**config.mk**
```make
export PLATFORM = sky130hd
export DESIGN_NAME = cache_ctrl
export DESIGN_NICKNAME = d
export VERILOG_FILES = /design/src/rtl/cache_ctrl.sv
export SDC_FILE = /design/constraint.sdc
export NUM_CORES = 2
export LEC_CHECK = 0
export ABC_CLOCK_PERIOD_IN_PS = 3500
export BUFFER_PORTS_ARGS = -buffer_cell sky130_fd_sc_hd__buf_2
export CORE_MARGIN = 2
export CORE_UTILIZATION = 30
export DETAILED_ROUTE_END_ITERATION = 7
export SETUP_SLACK_MARGIN = 0.5
export SLEW_MARGIN = 20
export SYNTH_ARGS = -nofsm -noshare
export SYNTH_HDL_FRONTEND = slang
export SYNTH_SLANG_ARGS = --single-unit
```
**constraint.sdc**
```tcl
create_clock -name clk -period 3.5 [get_ports clk]
set_clock_uncertainty 0.2 [all_clocks]
set_input_delay 0 -clock clk [delete_from_list [all_inputs] [get_ports clk]]
set_output_delay 0 -clock clk [all_outputs]
set_load 0.01 [all_outputs]
```
**src/rtl/cache_ctrl.sv**
```systemverilog
// cache_ctrl: single-outstanding request/miss controller in front of a
// direct-mapped cache. Reads are looked up in the cache and refilled from
// memory on a miss. Writes go to the cache and to memory (write-through,
// write-allocate). The controller keeps its own per-line valid bits because
// the cache arrays come out of reset with arbitrary contents. It also keeps
// saturating read hit/miss counters.
module cache_ctrl #(
    parameter int DW     = 16,
    parameter int AW     = 32,
    parameter int INDEXW = 10,
    parameter int CNTW   = 16
) (
    input  logic            clk,
    input  logic            rst,
    input  logic            req_valid,
    output logic            req_ready,
    input  logic            req_write,
    input  logic [AW-1:0]   req_addr,
    input  logic [DW-1:0]   req_wdata,
    output logic            resp_valid,
    output logic [DW-1:0]   resp_rdata,
    output logic            c_valid,
    output logic            c_write,
    output logic [AW-1:0]   c_addr,
    output logic [DW-1:0]   c_wdata,
    input  logic [DW-1:0]   c_rdata,
    input  logic            c_ready,
    input  logic            c_hit,
    output logic            mem_req_valid,
    input  logic            mem_req_ready,
    output logic            mem_req_write,
    output logic [AW-1:0]   mem_req_addr,
    output logic [DW-1:0]   mem_req_wdata,
    input  logic            mem_resp_valid,
    input  logic [DW-1:0]   mem_resp_rdata,
    output logic [CNTW-1:0] hit_cnt,
    output logic [CNTW-1:0] miss_cnt
);

    localparam int NUM_LINES = 1 << INDEXW;

    typedef enum logic [2:0] {
        IDLE    = 3'd0,
        LOOKUP  = 3'd1,
        WR_MEM  = 3'd2,
        RD_REQ  = 3'd3,
        RD_WAIT = 3'd4,
        FILL    = 3'd5
    } state_t;

    state_t                 state_r;
    state_t                 state_s;
    logic [AW-1:0]          addr_q;
    logic [DW-1:0]          wdata_q;
    logic                   write_q;
    logic                   lookup_phase_r;
    logic [NUM_LINES-1:0]   line_valid_r;

    logic                   accept_s;
    logic                   lookup_eval_s;
    logic                   hit_s;

    // Cache line index of an address (low address bits, direct-mapped).
    function automatic logic [INDEXW-1:0] index_of(input logic [AW-1:0] addr);
        return addr[INDEXW-1:0];
    endfunction

    // c_ready from the cache is only meaningful in the second LOOKUP cycle.
    // The hit decision is taken there from c_hit qualified by our own valid bit,
    // so a stale c_ready left over from a write has no effect.

    // Next-state logic plus the combinational cache and memory request ports.
    always_comb begin
        state_s       = state_r;
        req_ready     = 1'b0;
        accept_s      = 1'b0;
        lookup_eval_s = 1'b0;
        hit_s         = c_hit & line_valid_r[index_of(addr_q)];
        c_valid       = 1'b0;
        c_write       = 1'b0;
        c_addr        = addr_q;
        c_wdata       = wdata_q;
        mem_req_valid = 1'b0;
        mem_req_write = 1'b0;
        mem_req_addr  = addr_q;
        mem_req_wdata = wdata_q;
        case (state_r)
            IDLE: begin
                req_ready = 1'b1;
                c_addr    = req_addr;
                c_wdata   = req_wdata;
                if (req_valid) begin
                    accept_s = 1'b1;
                    c_valid  = 1'b1;
                    c_write  = req_write;
                    state_s  = req_write ? WR_MEM : LOOKUP;
                end else begin
                    state_s = IDLE;
                end
            end
            LOOKUP: begin
                if (lookup_phase_r) begin
                    lookup_eval_s = 1'b1;
                    state_s       = hit_s ? IDLE : RD_REQ;
                end else begin
                    state_s = LOOKUP;
                end
            end
            WR_MEM: begin
                mem_req_valid = 1'b1;
                mem_req_write = 1'b1;
                if (mem_req_ready) begin
                    state_s = IDLE;
                end else begin
                    state_s = WR_MEM;
                end
            end
            RD_REQ: begin
                mem_req_valid = 1'b1;
                if (mem_req_ready) begin
                    state_s = RD_WAIT;
                end else begin
                    state_s = RD_REQ;
                end
            end
            RD_WAIT: begin
                if (mem_resp_valid) begin
                    state_s = FILL;
                end else begin
                    state_s = RD_WAIT;
                end
            end
            FILL: begin
                // resp_rdata already holds the captured memory data
                c_valid = 1'b1;
                c_write = 1'b1;
                c_wdata = resp_rdata;
                state_s = IDLE;
            end
            default: begin
                state_s = IDLE;
            end
        endcase
    end

    // State register and the two-cycle LOOKUP phase bit.
    always_ff @(posedge clk) begin
        if (rst) begin
            state_r        <= IDLE;
            lookup_phase_r <= 1'b0;
        end else begin
            state_r        <= state_s;
            lookup_phase_r <= (state_r == LOOKUP) && !lookup_phase_r;
        end
    end

    // Capture the accepted request for use in later states.
    always_ff @(posedge clk) begin
        if (rst) begin
            addr_q  <= {AW{1'b0}};
            wdata_q <= {DW{1'b0}};
            write_q <= 1'b0;
        end else if (accept_s) begin
            addr_q  <= req_addr;
            wdata_q <= req_wdata;
            write_q <= req_write;
        end else begin
            addr_q  <= addr_q;
            wdata_q <= wdata_q;
            write_q <= write_q;
        end
    end

    // Response pulse and read data; data is held across write responses.
    always_ff @(posedge clk) begin
        if (rst) begin
            resp_valid <= 1'b0;
            resp_rdata <= {DW{1'b0}};
        end else if (lookup_eval_s && hit_s) begin
            resp_valid <= 1'b1;
            resp_rdata <= c_rdata;
        end else if ((state_r == RD_WAIT) && mem_resp_valid) begin
            resp_valid <= 1'b1;
            resp_rdata <= mem_resp_rdata;
        end else if ((state_r == WR_MEM) && mem_req_ready && write_q) begin
            resp_valid <= 1'b1;
        end else begin
            resp_valid <= 1'b0;
        end
    end

    // Per-line valid bits: set by write allocation or by a refill.
    always_ff @(posedge clk) begin
        if (rst) begin
            line_valid_r <= {NUM_LINES{1'b0}};
        end else if (accept_s && req_write) begin
            line_valid_r[index_of(req_addr)] <= 1'b1;
        end else if (state_r == FILL) begin
            line_valid_r[index_of(addr_q)] <= 1'b1;
        end else begin
            line_valid_r <= line_valid_r;
        end
    end

    // Saturating read hit/miss statistics.
    always_ff @(posedge clk) begin
        if (rst) begin
            hit_cnt  <= {CNTW{1'b0}};
            miss_cnt <= {CNTW{1'b0}};
        end else if (lookup_eval_s && hit_s) begin
            hit_cnt  <= (hit_cnt == {CNTW{1'b1}}) ? hit_cnt : hit_cnt + CNTW'(1);
        end else if (lookup_eval_s && !hit_s) begin
            miss_cnt <= (miss_cnt == {CNTW{1'b1}}) ? miss_cnt : miss_cnt + CNTW'(1);
        end else begin
            hit_cnt  <= hit_cnt;
            miss_cnt <= miss_cnt;
        end
    end

endmodule

```
After elaboration in Yosys (flattened, before gate mapping)

Index checks and enable logic that the tools add are counted.

Flip-flop bits (word level): 1126
Bits of input ports: 88
Output and inout bits: 150
Word-level logic and storage cells: 79

Add/sub/neg operators: 2
Order comparisons: 4
Equality and inequality tests: 7
Muxes and demuxes: 33
Bitwise gates (word level): 6
Reduce and logical (&&, ||, !) cells: 17

Operators with widths:

| operator                                                                              | count |
|---|---|
| 1024-bit two-way mux                                                                  | 2 |
| 1024-bit OR                                                                           | 2 |
| 16-bit by 1-bit adder with 16-bit output (second input constant)                      | 2 |
| 16-bit == test (second input constant)                                                | 2 |
| 16-bit two-way mux                                                                    | 2 |
| 32-bit two-way mux                                                                    | 1 |
| 16-bit one-hot mux with 2 select lines                                                | 1 |
| 10-bit by 11-bit < comparator with 1-bit output (second input constant)               | 2 |
| 1-bit demux with 10-bit select                                                        | 2 |
| 10-bit by 1-bit greater-or-equal comparator with 1-bit output (second input constant) | 2 |
| 1-bit two-way mux                                                                     | 15 |
| 3-bit one-hot mux with 5 select lines                                                 | 1 |
| 1-bit binary-select mux with 10-bit select                                            | 1 |
| 2-bit two-way mux                                                                     | 5 |
| 1-bit logical AND                                                                     | 9 |
| 3-bit by 2-bit == test with 1-bit output (second input constant)                      | 2 |
| 3-bit == test (second input constant)                                                 | 2 |
| 1-bit one-hot mux with 2 select lines                                                 | 2 |
| 2-bit nonzero test                                                                    | 2 |
| 3-bit by 1-bit == test with 1-bit output (second input constant)                      | 1 |
| 3-bit logical NOT                                                                     | 1 |
| 3-bit two-way mux                                                                     | 1 |
| 1-bit inverter                                                                        | 3 |
| 3-bit AND reduction                                                                   | 1 |
| other kinds (4)                                                                       | 5 |

Longest topological paths before layout

Depth in word-level cells: 7
Depth in mapped cells: 16
Depth with buffers taken out: 9

Worst setup path after synthesis

Ideal clock, no wire load.

Path kind: flip-flop to flip-flop
Start: register addr_q[1], in the netlist mem_req_addr[1]
End: register miss_cnt[4]
Library setup time: 0.121 ns
Arrival time: 3.254 ns
Required time: 3.179 ns
Slack: -0.075 ns
Cell stages (with the launch flop): 14
Path buffers: 5
Clock period less this slack: 3.575 ns
Cell sequence: dfxtp_1 -> buf_6 -> buf_6 -> buf_2 -> buf_2 -> mux2i_1 -> o22ai_1 -> nor4_1 -> o2111ai_1 -> a31o_1 -> o41a_1 -> buf_4 -> nor4b_2 -> mux2_2

Longest elaborated chain between the ends: 6
Elaborated cells on any way between the ends: 8
Classes of those cells: mux: 2; bitwise: 2; reduce/logical: 4

RTL lines:

| item                                                   | line     | source |
|---|---|---|
| start: declaration                                     | 53       | `logic [AW-1:0] addr_q;` |
| start signal: assignment                               | 160      | `addr_q <= {AW{1'b0}};` |
| start signal: assignment                               | 164      | `addr_q <= req_addr;` |
| start signal: assignment                               | 168      | `addr_q <= addr_q;` |
| 1-bit binary-select mux with 10-bit select *           | 78       | `hit_s = c_hit & line_valid_r[index_of(addr_q)];` |
| 1-bit two-way mux (not written as such) *              | 78       |  |
| 1-bit AND *                                            | 78       |  |
| 1-bit logical NOT or 1-bit logical AND (tied branches) | 212, 210 |  |
| 1-bit logical AND or 1-bit inverter (tied branches)    | -        |  |
| 3-bit AND reduction (no line) *                        | -        |  |
| end signal: assignment                                 | 209      | `miss_cnt <= {CNTW{1'b0}};` |
| end signal: assignment                                 | 213      | `miss_cnt <= (miss_cnt == {CNTW{1'b1}}) ? miss_cnt : miss_cnt + CNTW'(1);` |
| end signal: assignment                                 | 216      | `miss_cnt <= miss_cnt;` |
| end: declaration                                       | 37       | `output logic [CNTW-1:0] miss_cnt` |

Every way passes the cells marked *; elsewhere a longest branch is shown, timed or not. The select of a mux whose other input is x is not followed.
A chain may end at the register's enable or synchronous reset.

Worst setup path in the final report

Start: register addr_q[1], in the netlist mem_req_addr[1]
End: register miss_cnt[10]

The elaborated chain is that of the path after synthesis.

==> summary.md <==
| Metric | Value |
|---|---|
| Number of synthesized flops with an enable pin | `0` |
| CP Data Arrival Time | `4530 ps` |
| Leakage Power | `0.02286 uW` |
| Pwr dens | `458.9 nW/um2` |
| Clock transition at the registers of the reported paths | `60 ps` |
| TritonRoute pass-1 iters | `8` |
| GP Congestion | `0.9578` |
| Period minus WS final | `4088 ps` |
| First-pass GRT wire length | `367500 um` |
| Via count | `57800` |
| Yosys top cell by area | `dfxtp_1` |
| Setup violations, final | `51` |
| Initial DRC count | `8690` |
| Fmax | `244.6 MHz` |
| Setup ws final | `-588.4 ps` |
| Clock Latency Late Sink | `790 ps` |
| Seq cells post-synth | `1126` |
| IO Count | `238` |
| Placed insts | `8857` |
| Hold WC Path Type | `in2reg` |
| Core Box Area | `174400 um2` |
| Die Wd | `423.5 um` |
| Post-Synthesis Cells | `6587` |
| Setup Crit Path Kind | `reg2reg` |
| Root buf cell | `clkbuf_16` |
| CP startpoint kind | `register` |
| Die ar. | `179300 um2` |
| Synth top area cells | `dfxtp_1, o22ai_1, a21oi_1` |
| Most frequent cell after synthesis | `o22ai_1` |
| Tot Pwr | `31450 uW` |
| Mapped cell area | `52790 um2` |
| Nets | `7106` |
| Largest net degree at the start of global routing | `134` |
| Die Ht | `423.5 um` |
| Yosys cell types | `57` |
| Clock buffer count from CTS | `119` |
| Failing checks | `design-rule violations, negative setup slack` |
| Yosys warns | `0` |
| H-tree levels | `3` |
| Share of post-route cells with drive strength above 1 | `18.99%` |
| Final Hold Viols | `0` |
| Vias in the first global route | `53490` |
| Async set or reset register ratio after synthesis | `0%` |
| Post-synth top area share | `42.70%` |
| Fin Hold WS | `36.25 ps` |
| Initial Util | `30.27%` |
| Antenna Violating Nets Remaining | `0` |
| GR Util All Layers | `27.09%` |
| CTS tree | `yes` |
| WL final | `257800 um` |
| Max FO, Critical Path | `9` |
| Worst IR Drop VDD | `0.4391 mV` |
| CTS Sinks | `1126` |
| Finished Layout Cells | `9454` |
| Sequential share of the synthesized area | `42.70%` |
| Critical Path RT | `3950 ps` |
| Avg Synthesized Cell Area | `8.015 um2` |
| Rows | `153` |
| DRC violations left | `6` |
| HPWL Detailed | `149400 um` |
| Port Buf Inserts | `236` |
| Main flop type after synthesis | `dfxtp_1` |
| Initial antenna violation count | `8` |
| DR WL/cell | `27.27 um` |
| Max-slew headroom | `32.29%` |
| Unrepaired setup endpoints after global routing | `yes` |
| Synth Net Count | `6677` |
| Status | `complete, but fails checks` |
| Tightest Pin Transition | `1013 ps` |
| Layout overhead on the synthesized area | `29.84%` |
| Max-cap violations | `0` |
| Final worst path period share | `116.8%` |
| Final core utilization | `39.30%` |
| CTS Buffer Depth | `3` |
| Endpoint type of the worst setup path | `register` |
| Slew Limit Fails | `0` |
| GRT Residual Overflow | `0` |
| Post-synth top cells | `o22ai_1, dfxtp_1, a21oi_1` |
| Vias per cell | `6.114` |
registers in the layout (all words and copies together) (netlist names):
register	cells
write_q	1
mem_req_addr	32
miss_cnt	16
mem_req_wdata	16
state_r	3
line_valid_r	1024
lookup_phase_r	1
hit_cnt	16
resp_valid	1
resp_rdata	16
per-stage QoR:
| stage | worst slack [ps] | setup TNS (ps) | instance area (um2) |
|---|---|---|---|
| 2_1_floorplan | 85.66 | 0 | 53170 |
| 3_3_place_gp | -928.5 | -40330 | 59140 |
| 3_5_place_dp | -935.4 | -40790 | 59140 |
| 4_1_cts | -509.8 | -20050 | 67870 |
| 5_1_grt | -640.2 | -27870 | 68520 |
| 6_report | -588.4 | -25270 | 68540 |
worst paths after layout:
check / from / to / cells after the start / slack, ps
setup / recovery: mem_req_addr[1]$_SDFFE_PP0P_ / miss_cnt[10]$_SDFFE_PP0P_ / 18 / -590
hold / removal: mem_req_ready / state_r[1]$_SDFF_PP0_ / 4 / 40
setup reg to reg: mem_req_addr[1]$_SDFFE_PP0P_ / miss_cnt[10]$_SDFFE_PP0P_ / 18 / -590
hold reg to reg: line_valid_r[113]$_SDFFE_PP0P_ / line_valid_r[113]$_SDFFE_PP0P_ / 2 / 270
cells in the final DEF, fill, tap and decap left out, types with 123 or more instances in the layout:
cell type | netlist | final
nand2_1 | 290 | 221
buf_2 | 49 | 235
nor2_1 | 1087 | 1082
clkbuf_16 | 0 | 123
dfxtp_1 | 1126 | 1119
a21oi_1 | 1089 | 1079
mux2i_1 | 530 | 510
dlygate4sd3_1 | 0 | 252
buf_4 | 32 | 419
buf_12 | 0 | 134
o22ai_1 | 1230 | 1218
where the power goes:
| group | internal, uW | leakage, uW | switching (uW) |
|---|---|---|---|
| clock network | 8110 | 0.00210 | 5730 |
| logic | 1800 | 0.0117 | 2850 |
| registers | 12900 | 0.00908 | 84.1 |
cell type report:
class | count | area, um2
Multi-Input combinational cell | 4656 | 28110
Inverter | 10 | 37.54
Sequential cell | 1126 | 22560
Clock inverter | 44 | 618.1
Tap cell | 2325 | 2909
Antenna cell | 10 | 25.02
Timing Repair Buffer | 1103 | 10650
Fill cell | 17250 | 105900
Clock buffer | 180 | 3640
metal layers:
metal	vias to the layer above	track usage, %	share of wire (%)
li1	24970	-	-
met1	27770	35.16	38
met2	4044	39.11	42
met3	1015	7.849	13
met4	2	17.24	7.2
met5	-	0	0.0039
repair_timing:
item,4_1_cts,5_1_grt
endpoints found under the hold margin,1047,14
resized for setup,177,83
buffers inserted,68,25
endpoints found under the setup margin,262,330
pin swaps,40,18
cloned,16,2
hold buffers,251,1
logic make-up after synthesis:
| group | count (synthesis) | synth area share (%) |
|---|---|---|
| buffers and inverters | 805 | 6.508 |
| adders and majority gates | 2 | 0.04739 |
| and+or+nand+nor | 1615 | 12.79 |
| muxes | 575 | 11.01 |
| DFF | 1126 | 42.70 |
| AOI/OAI and AO/OA | 2464 | 26.95 |
worst max-delay path, cell delays in order, from the launching register on:
cell and delay (ps):
dfxtp_4 390, buf_12 150, buf_12 170, buf_12 150, buf_12 150, mux2i_4 240
o22ai_2 110, nor4_2 340, o2111ai_2 220, nand4_1 240, buf_12 160, o41ai_4 70
buf_4 170, o41a_4 430, buf_12 160, buf_4 130, buf_8 130, o31ai_2 230
a21oi_2 90
(Power assumes the default switching activity.)
